===== src/rtl/pulse_emitter.sv =====
// Test-pulse transmitter: trains of pulses with programmable width, gap and count.
// Optional PULSE_EMITTER_RANDGAP_EN adds LFSR jitter (0..15 cycles) to every gap.
module pulse_emitter #(
  parameter int CNT_WIDTH = 16
) (
  input  logic                 clk,
  input  logic                 rst_n,
  input  logic                 start,
  input  logic                 stop,
  input  logic [CNT_WIDTH-1:0] cfg_width,
  input  logic [CNT_WIDTH-1:0] cfg_gap,
  input  logic [CNT_WIDTH-1:0] cfg_count,
  output logic                 o_pulse,
  output logic                 busy,
  output logic                 done,
  output logic [CNT_WIDTH-1:0] pulse_cnt
);

  localparam logic [1:0] S_IDLE = 2'd0;
  localparam logic [1:0] S_HIGH = 2'd1;
  localparam logic [1:0] S_GAP  = 2'd2;

`ifdef PULSE_EMITTER_RANDGAP_EN
  // One extra bit so a jittered gap on a near-max cfg_gap cannot wrap.
  localparam int PH_W = CNT_WIDTH + 1;
`else
  localparam int PH_W = CNT_WIDTH;
`endif

  typedef logic [PH_W-1:0] ph_t;

  logic [1:0]           state_q, state_d;
  ph_t                  phase_q, phase_d;
  logic [CNT_WIDTH-1:0] wlim_q,  wlim_d;
  logic [CNT_WIDTH-1:0] glim_q,  glim_d;
  logic [CNT_WIDTH-1:0] count_q, count_d;
  logic [CNT_WIDTH-1:0] cnt_q,   cnt_d;
  logic                 pend_q,  pend_d;
  logic                 pulse_q, pulse_d;
  logic                 done_q,  done_d;
  logic                 gap_end;

  // Terminal phase value for a configured length: max(v,1)-1.
  function automatic logic [CNT_WIDTH-1:0] norm_lim(input logic [CNT_WIDTH-1:0] v);
    return (v == '0) ? '0 : v - 1'b1;
  endfunction

  function automatic logic [CNT_WIDTH-1:0] sat_inc(input logic [CNT_WIDTH-1:0] v);
    return (v == '1) ? v : v + 1'b1;
  endfunction

`ifdef PULSE_EMITTER_RANDGAP_EN
  logic [15:0] lfsr_q, lfsr_d;
  ph_t         glen_q, glen_d;

  always_comb begin
    lfsr_d = {lfsr_q[14:0], lfsr_q[15] ^ lfsr_q[13] ^ lfsr_q[12] ^ lfsr_q[10]};
    glen_d = glen_q;
    if (state_q == S_HIGH && state_d == S_GAP) begin
      glen_d = ph_t'(glim_q) + ph_t'(lfsr_q[3:0]);
    end
  end

  always_ff @(posedge clk or negedge rst_n) begin
    if (!rst_n) begin
      lfsr_q <= 16'hACE1;
      glen_q <= '0;
    end else begin
      lfsr_q <= lfsr_d;
      glen_q <= glen_d;
    end
  end

  assign gap_end = (phase_q == glen_q);
`else
  assign gap_end = (phase_q == ph_t'(glim_q));
`endif

  always_comb begin
    state_d = state_q;
    phase_d = phase_q;
    wlim_d  = wlim_q;
    glim_d  = glim_q;
    count_d = count_q;
    cnt_d   = cnt_q;
    pend_d  = pend_q;
    pulse_d = pulse_q;
    done_d  = 1'b0;
    case (state_q)
      S_IDLE: begin
        pend_d = 1'b0;
        if (start) begin
          wlim_d  = norm_lim(cfg_width);
          glim_d  = norm_lim(cfg_gap);
          count_d = cfg_count;
          cnt_d   = {{(CNT_WIDTH-1){1'b0}}, 1'b1};
          phase_d = '0;
          pulse_d = 1'b1;
          state_d = S_HIGH;
        end
      end
      S_HIGH: begin
        pend_d = pend_q | stop;
        if (phase_q == ph_t'(wlim_q)) begin
          phase_d = '0;
          pulse_d = 1'b0;
          // A stop seen on the final high cycle still ends the train cleanly.
          if ((cnt_q == count_q && count_q != '0) || pend_q || stop) begin
            pend_d  = 1'b0;
            done_d  = 1'b1;
            state_d = S_IDLE;
          end else begin
            state_d = S_GAP;
          end
        end else begin
          phase_d = phase_q + 1'b1;
        end
      end
      S_GAP: begin
        if (stop) begin
          phase_d = '0;
          done_d  = 1'b1;
          state_d = S_IDLE;
        end else if (gap_end) begin
          phase_d = '0;
          cnt_d   = sat_inc(cnt_q);
          pulse_d = 1'b1;
          state_d = S_HIGH;
        end else begin
          phase_d = phase_q + 1'b1;
        end
      end
      default: begin
        phase_d = '0;
        pulse_d = 1'b0;
        state_d = S_IDLE;
      end
    endcase
  end

  always_ff @(posedge clk or negedge rst_n) begin
    if (!rst_n) begin
      state_q <= S_IDLE;
      phase_q <= '0;
      wlim_q  <= '0;
      glim_q  <= '0;
      count_q <= '0;
      cnt_q   <= '0;
      pend_q  <= 1'b0;
      pulse_q <= 1'b0;
      done_q  <= 1'b0;
    end else begin
      state_q <= state_d;
      phase_q <= phase_d;
      wlim_q  <= wlim_d;
      glim_q  <= glim_d;
      count_q <= count_d;
      cnt_q   <= cnt_d;
      pend_q  <= pend_d;
      pulse_q <= pulse_d;
      done_q  <= done_d;
    end
  end

  assign o_pulse   = pulse_q;
  assign busy      = (state_q != S_IDLE);
  assign done      = done_q;
  assign pulse_cnt = cnt_q;

endmodule


===== config.mk =====
export PLATFORM = sky130hd
export DESIGN_NAME = pulse_emitter
export DESIGN_NICKNAME = d
export VERILOG_FILES = /design/src/rtl/pulse_emitter.sv
export SDC_FILE = /design/constraint.sdc
export NUM_CORES = 1
export LEC_CHECK = 0
export BUFFER_PORTS_ARGS = -buffer_cell sky130_fd_sc_hd__clkbuf_2
export CAP_MARGIN = 20
export CORE_ASPECT_RATIO = 1.2
export CORE_MARGIN = 2
export CORE_UTILIZATION = 50
export DETAILED_ROUTE_END_ITERATION = 16
export PLACE_DENSITY = 0.69
export SYNTH_ARGS = -nofsm -noshare
export SYNTH_HDL_FRONTEND = slang
export SYNTH_SLANG_ARGS = --single-unit

===== constraint.sdc =====
create_clock -name clk -period 2.5 [get_ports clk]
set_input_delay 0 -clock clk [delete_from_list [all_inputs] [get_ports clk]]
set_output_delay 0 -clock clk [all_outputs]
set_load 0.005 [all_outputs]

==> results of run 1 <==
## cell families after synthesis
logic type               count (synthesis)
AND/OR/NAND/NOR                        237
AO/OA/AOI/OAI                          101
flip-flops                              85
buffers and inverters                   43
multiplexers                            23
XOR/XNOR                                73
adder cells (fa/ha/maj)                 10
## layout make-up
class | count | share of cell area
clock buffers | 9 | 0.0342
clock inverters | 7 | 0.0160
inverters | 13 | 0.00741
multi-input cells | 444 | 0.446
flip-flops and latches | 85 | 0.323
well taps | 129 | 0.0245
repair buffers | 139 | 0.149
## critical path, stage by stage (launching register included)
cell and delay (ns):
dfrtp_1 0.40, inv_1 0.11, ha_1 0.34, nand2_1 0.16, or4_1 0.44, o211ai_1 0.47
or4_1 0.19, a21oi_1 0.06
## registers in the layout, summed over array words and instances, names as in the netlist
| signal | flops |
|---|---|
| state_q | 2 |
| phase_q | 16 |
| count_q | 16 |
| glim_q | 16 |
| wlim_q | 16 |
| o_pulse | 1 |
| pend_q | 1 |
| done | 1 |
| pulse_cnt | 16 |
## cell usage in the layout, fill, tap and decap left out, types with 17 or more instances in the layout
cell type / instances
nor4_1: 17
dlygate4sd3_1: 35
nand2_1: 62
o21ai_0: 39
nor2_1: 40
buf_4: 34
a21oi_1: 20
nand3_1: 26
xnor2_1: 28
clkbuf_2: 69
nor3_1: 23
mux2_2: 17
xor2_1: 45
dfrtp_1: 85
## stage by stage
| stage | hold WS [ns] | instance area, um2 | util |
|---|---|---|---|
| floorplan | -0.296 | 5250 | - |
| global placement | 0.233 | 5870 | 0.566 |
| detailed placement | 0.236 | 5870 | 0.566 |
| CTS | 0.000107 | 6550 | 0.632 |
| global route | 0.0274 | 6580 | 0.635 |
| finish | 0.00645 | 6580 | 0.635 |
## power groups by stage
| stage | sequential (mW) | clock [mW] | combinational, mW |
|---|---|---|---|
| floorplan | 2.10 | 0 | 1.37 |
| global placement | 2.19 | 0 | 1.78 |
| detailed placement | 2.21 | 0 | 1.85 |
| CTS | 2.19 | 1.51 | 1.90 |
| global route | 2.25 | 1.57 | 2.14 |
| finish | 2.19 | 1.49 | 1.93 |
## worst paths after layout
kind,slack [ns],to,depth (start not counted),from
setup reg to reg,0.21,pulse_cnt[14],7,state_q[0]
min in group asynchronous,0.07,count_q[13],2,rst_n
hold reg to reg,0.50,wlim_q[6],2,wlim_q[6]
hold / removal,0.006,glim_q[10],3,cfg_gap[10]
setup / recovery,0.21,pulse_cnt[14],7,state_q[0]
max in group asynchronous,1.81,phase_q[2],3,rst_n
## metal layers
metal  vias to the layer above  part of all wire  track usage
met5                         -                 0            0
met4                         0             0.032        0.115
met3                        27             0.038       0.0431
met2                       125              0.52        0.470
met1                      2333              0.41        0.300
li1                       2304                 -            -
## timing repair
action / in CTS / in global routing
hold buffers: 35 / 0
setup buffers: 0 / 0
endpoints found under the setup margin: 0 / 0
endpoints found under the hold margin: 119 / 0
==> qor.yml, run 1 <==
timing:
  finalWorstPathRequiredPeriod_ns: 2.29
  max-slew-margin-rel: 0.546
  finalCritPeriodShare: 0.916
  fmax_mhz: 437
  drv_slew: 0
  max_slew.worst_pin.slew_ns: 0.672
  grt_setup_unrepaired: "no"
  finalSetupTns_ns: 0
  skew_ns: 0.0119
  worst_slack_ns: 0.210
  setup_viol_count_final: 0
  finalHoldViolations: 0
layout:
  final-seq-area_mm2: 0.00213
  area_growth_pct: 25.3
  drive_gt1_frac: 0.217
  final-instance-count-excl-fill: 826
  layout.nets: 754
  multiInputGateArea_mm2: 0.00294
  diodes: 0
  fillers: 865
power:
  p_comb_frac: 0.343
  pwr_density_cell_mw_per_mm2: 852
  clockPowerShare: 0.266
  p_seq_frac: 0.390
  ir_worst_vdd_v: 0.000455
  p_leak_nw: 2.89
  power_switching_mw: 2.06
  p_int_mw: 3.55
  swShare: 0.367
  power_mw: 5.61
drt:
  drc: 0
  antenna_left: 0
  vias_per_cell: 5.80
  vias: 4789
  drt-total-wl_mm: 14.0
  wl_per_cell_um: 16.9
  drtPass1Iterations: 5
  drt-initial-drc-count: 240
die:
  core_mm2: 0.0104
  ioPinCount: 71
  std_cell_rows: 41
  die_h_um: 116
  initial_core_util: 0.507
  dieArea_mm2: 0.0113
  die_w_um: 97.6
clock_tree:
  cts_buffers: 9
  root_buffer: "clkbuf_16"
  clk_pin_slew_ns: 0.07
  cts_buffer_depth: 2
  clk-insertion-delay-late_ns: 0.35
  cts_resized: 0
  htree_num_levels: 3
  cts_sinks: 85
  cts_tree: "done"
global_route:
  track_usage: 0.258
  grt_max_degree: 86
  grt_pass1_vias: 4688
  grt_pass1_wl_mm: 23.1
  antenna_found_initial: 0
  grt-ovfl-total: 0
yosys:
  synthSimpleGateAreaFrac: 0.246
  synth_area_leaders: "dfrtp_1 40%, xor2_1 7.5%, xnor2_1 4.7%, nand2_1 4.4%, o21ai_0 3.7%"
  synthFlopType: "dfrtp_1"
  syn_area_mm2: 0.00525
  synth_fa_ha_area_frac: 0.0238
  synthArstFlopShare: 1.00
  synth-edff-count: 0
  yosys.area.top_type_share: 0.405
  netlist_instances: 572
  syn_avg_cell_area_um2: 9.18
  synthesis.nets: 634
  yosysUniqueCellTypes: 54
  post-synth-top-count-cell: "dfrtp_1"
  synthTopCellsByCount: "85 x dfrtp_1, 62 x nand2_1, 45 x xor2_1"
  synthMuxAreaShare: 0.0481
  yosys_register_bits: 85
  ys_seq_area_frac: 0.405
  synth-compound-area-share: 0.120
  ys_warn_count: 0
  synth_top_family_by_area: "simple AND/OR/NAND/NOR gates"
  synth_xor_area_frac: 0.122
  yosysTopAreaCell: "dfrtp_1"
place:
  placed_cells: 773
  port_buffers: 70
  gp_congestion: 0.933
  dpl_worst_slack_ns: 0.238
  place_hpwl_mm: 9.89
critical_path:
  arrival_ns: 2.52
  end_kind: "register"
  path_class: "reg -> reg"
  critPathMaxFanout: 10
  worst_ep_required_time_ns: 2.73
  start_kind: "register"
worst_hold_path:
  hp-class: "in -> reg"
job:
  maxCapViolations: 0
run_status:
  status: "finished clean"
No activity file was read; power rests on OpenSTA's default activity.
==> run 2: changes to the inputs <==
- CORE_UTILIZATION: 50 -> 45
- PLACE_DENSITY: 0.69 -> 0.63
==> qor.yml, run 2 (same netlist as run 1, synthesis figures left out) <==
place:
  gp_congestion: 0.937
  placed_cells: 792
  port_buffers: 70
  dpl-instance-area_mm2: 0.00583
  dpl_worst_slack_ns: 0.276
  place_hpwl_mm: 10.3
critical_path:
  cpPeakStageDelay_ns: 0.63
  crit_buf_inv: 0
  reg2regPathDepth: 6
  critPathTopFamily: "simple AND/OR/NAND/NOR gates"
  crit_top_cell: "or4_1"
  crit_slowest_cell: "or4_1"
  cp_cell_sequence: "ha_1 > nand3_1 > or4_1 > o211ai_1 > or4_1 > a21oi_1"
  worst_ep_required_time_ns: 2.72
  path_class: "reg -> reg"
  r2r_slack_ns: 0.25
  critPathMaxFanout: 8
  arrival_ns: 2.48
  r2r_end: "pulse_cnt[8]"
  end_kind: "register"
  start_kind: "register"
  regToRegStartpoint: "pulse_cnt[1]"
clock_tree:
  cts_buffers: 9
  root_buffer: "clkbuf_16"
  htree_num_levels: 3
  cts_tree: "done"
  clk_pin_slew_ns: 0.06
  cts_hold_buf: 33
  post_cts_buffers: 0
  cts_resized: 0
  clk-insertion-delay-late_ns: 0.34
  cts_buffer_depth: 2
  cts_sinks: 85
job:
  maxCapViolations: 0
layout:
  drive_gt1_frac: 0.205
  diodes: 0
  final-instance-count-excl-fill: 841
  most-common-layout-cells: "85 x dfrtp_1, 69 x clkbuf_2, 62 x nand2_1"
  layout.nets: 741
  area_growth_pct: 24.1
  final_common_cell: "dfrtp_1"
  fin_util: 0.569
  fin_area_mm2: 0.00652
global_route:
  track_usage: 0.233
  met1_usage: 0.275
  grt_util_met2: 0.399
  antenna_found_initial: 0
  grt-ovfl-total: 0
  busiest_layer: "met2"
  grtUsageMet3: 0.0421
  grt_pass1_vias: 4640
  grt_max_degree: 44
  grt_pass1_wl_mm: 22.6
timing:
  grt_setup_unrepaired: "no"
  fmax_mhz: 444
  finalHoldViolations: 0
  finalSetupTns_ns: 0
  setup_viol_count_final: 0
  skew_ns: 0.00758
  max-slew-margin-rel: 0.334
  drv_slew: 0
  worst_slack_ns: 0.247
  finalCritPeriodShare: 0.901
  finalWorstPathRequiredPeriod_ns: 2.25
  max_slew.worst_pin.slew_ns: 0.988
power:
  p_leak_nw: 2.83
  ir_worst_vdd_v: 0.000355
  pwr_density_cell_mw_per_mm2: 876
drt:
  antenna_left: 0
  wl_per_cell_um: 16.5
  vias: 4662
  drc: 0
  drt-total-wl_mm: 13.8
  drtPass1Iterations: 4
  vias_per_cell: 5.54
  drt-initial-drc-count: 191
die:
  die_w_um: 103
  ioPinCount: 71
  die_h_um: 122
  initial_core_util: 0.458
  core_mm2: 0.0115
  dieArea_mm2: 0.0126
  std_cell_rows: 43
worst_hold_path:
  hold_path_end: "glim_q[5]"
  hp-class: "in -> reg"
  hp-start: "cfg_gap[5]"
  holdPathStages: 3
run_status:
  status: "finished clean"
run 2: cell types whose count changed in the layout (fill, tap and decap cells not counted), sizes merged:
cell | previous run | this run
clkinvlp | 1 | 0
clkbuf | 78 | 79
buf | 35 | 24
clkinv | 2 | 0
bufinv | 2 | 3
inv | 15 | 16
dlygate4sd3 | 35 | 33
run 2: worst max-delay path by stage:
stage,start,endpoint,slack [ns],cells after the start
5_1_grt,cfg_gap[8],glim_q[10],0.06,6
6_report,pulse_cnt[1],pulse_cnt[8],0.25,6
3_3_place_gp,state_q[0],pulse_cnt[14],0.39,7
3_5_place_dp,state_q[0],pulse_cnt[8],0.28,7
4_1_cts,cfg_gap[8],glim_q[10],0.26,6
2_1_floorplan,state_q[0],pulse_cnt[12],0.41,9
run 2: per-layer routing:
layer / part of all wire / routed length, um
met1: 0.42 / 5800
met2: 0.50 / 6870
met3: 0.043 / 593
met4: 0.041 / 573
met5: 0 / 0
run 2: metrics by stage:
step	total power, mW	hold WS (ns)
finish	5.71	0.00311
global route	6.05	0.0364
CTS	5.74	0.00616
detailed placement	4.10	0.0332
global placement	4.03	0.0316
floorplan	3.47	-0.296
run 2: final cells by class:
cell class,count,area [um2]
clock inverter,6,116
tap,157,196
sequential,85,2130
clock buffer,10,239
inverter,13,48.8
multi-input combinational,444,2940
fill,1029,4940
timing repair buffer,126,856
run 2: worst reg2reg max path, cell delays in order (launching register included):
cell      delay, ns
dfrtp_1        0.43
ha_1           0.24
nand3_1        0.10
or4_1          0.63
o211ai_1       0.48
or4_1          0.19
a21oi_1        0.06
run 2: report_power, final:
| part | total (mW) | internal [mW] | leakage (nW) | switching (mW) |
|---|---|---|---|---|
| Combinational | 1.88 | 0.839 | 1.57 | 1.05 |
| Clock | 1.59 | 1.01 | 0.174 | 0.574 |
| Sequential | 2.24 | 1.81 | 1.09 | 0.430 |
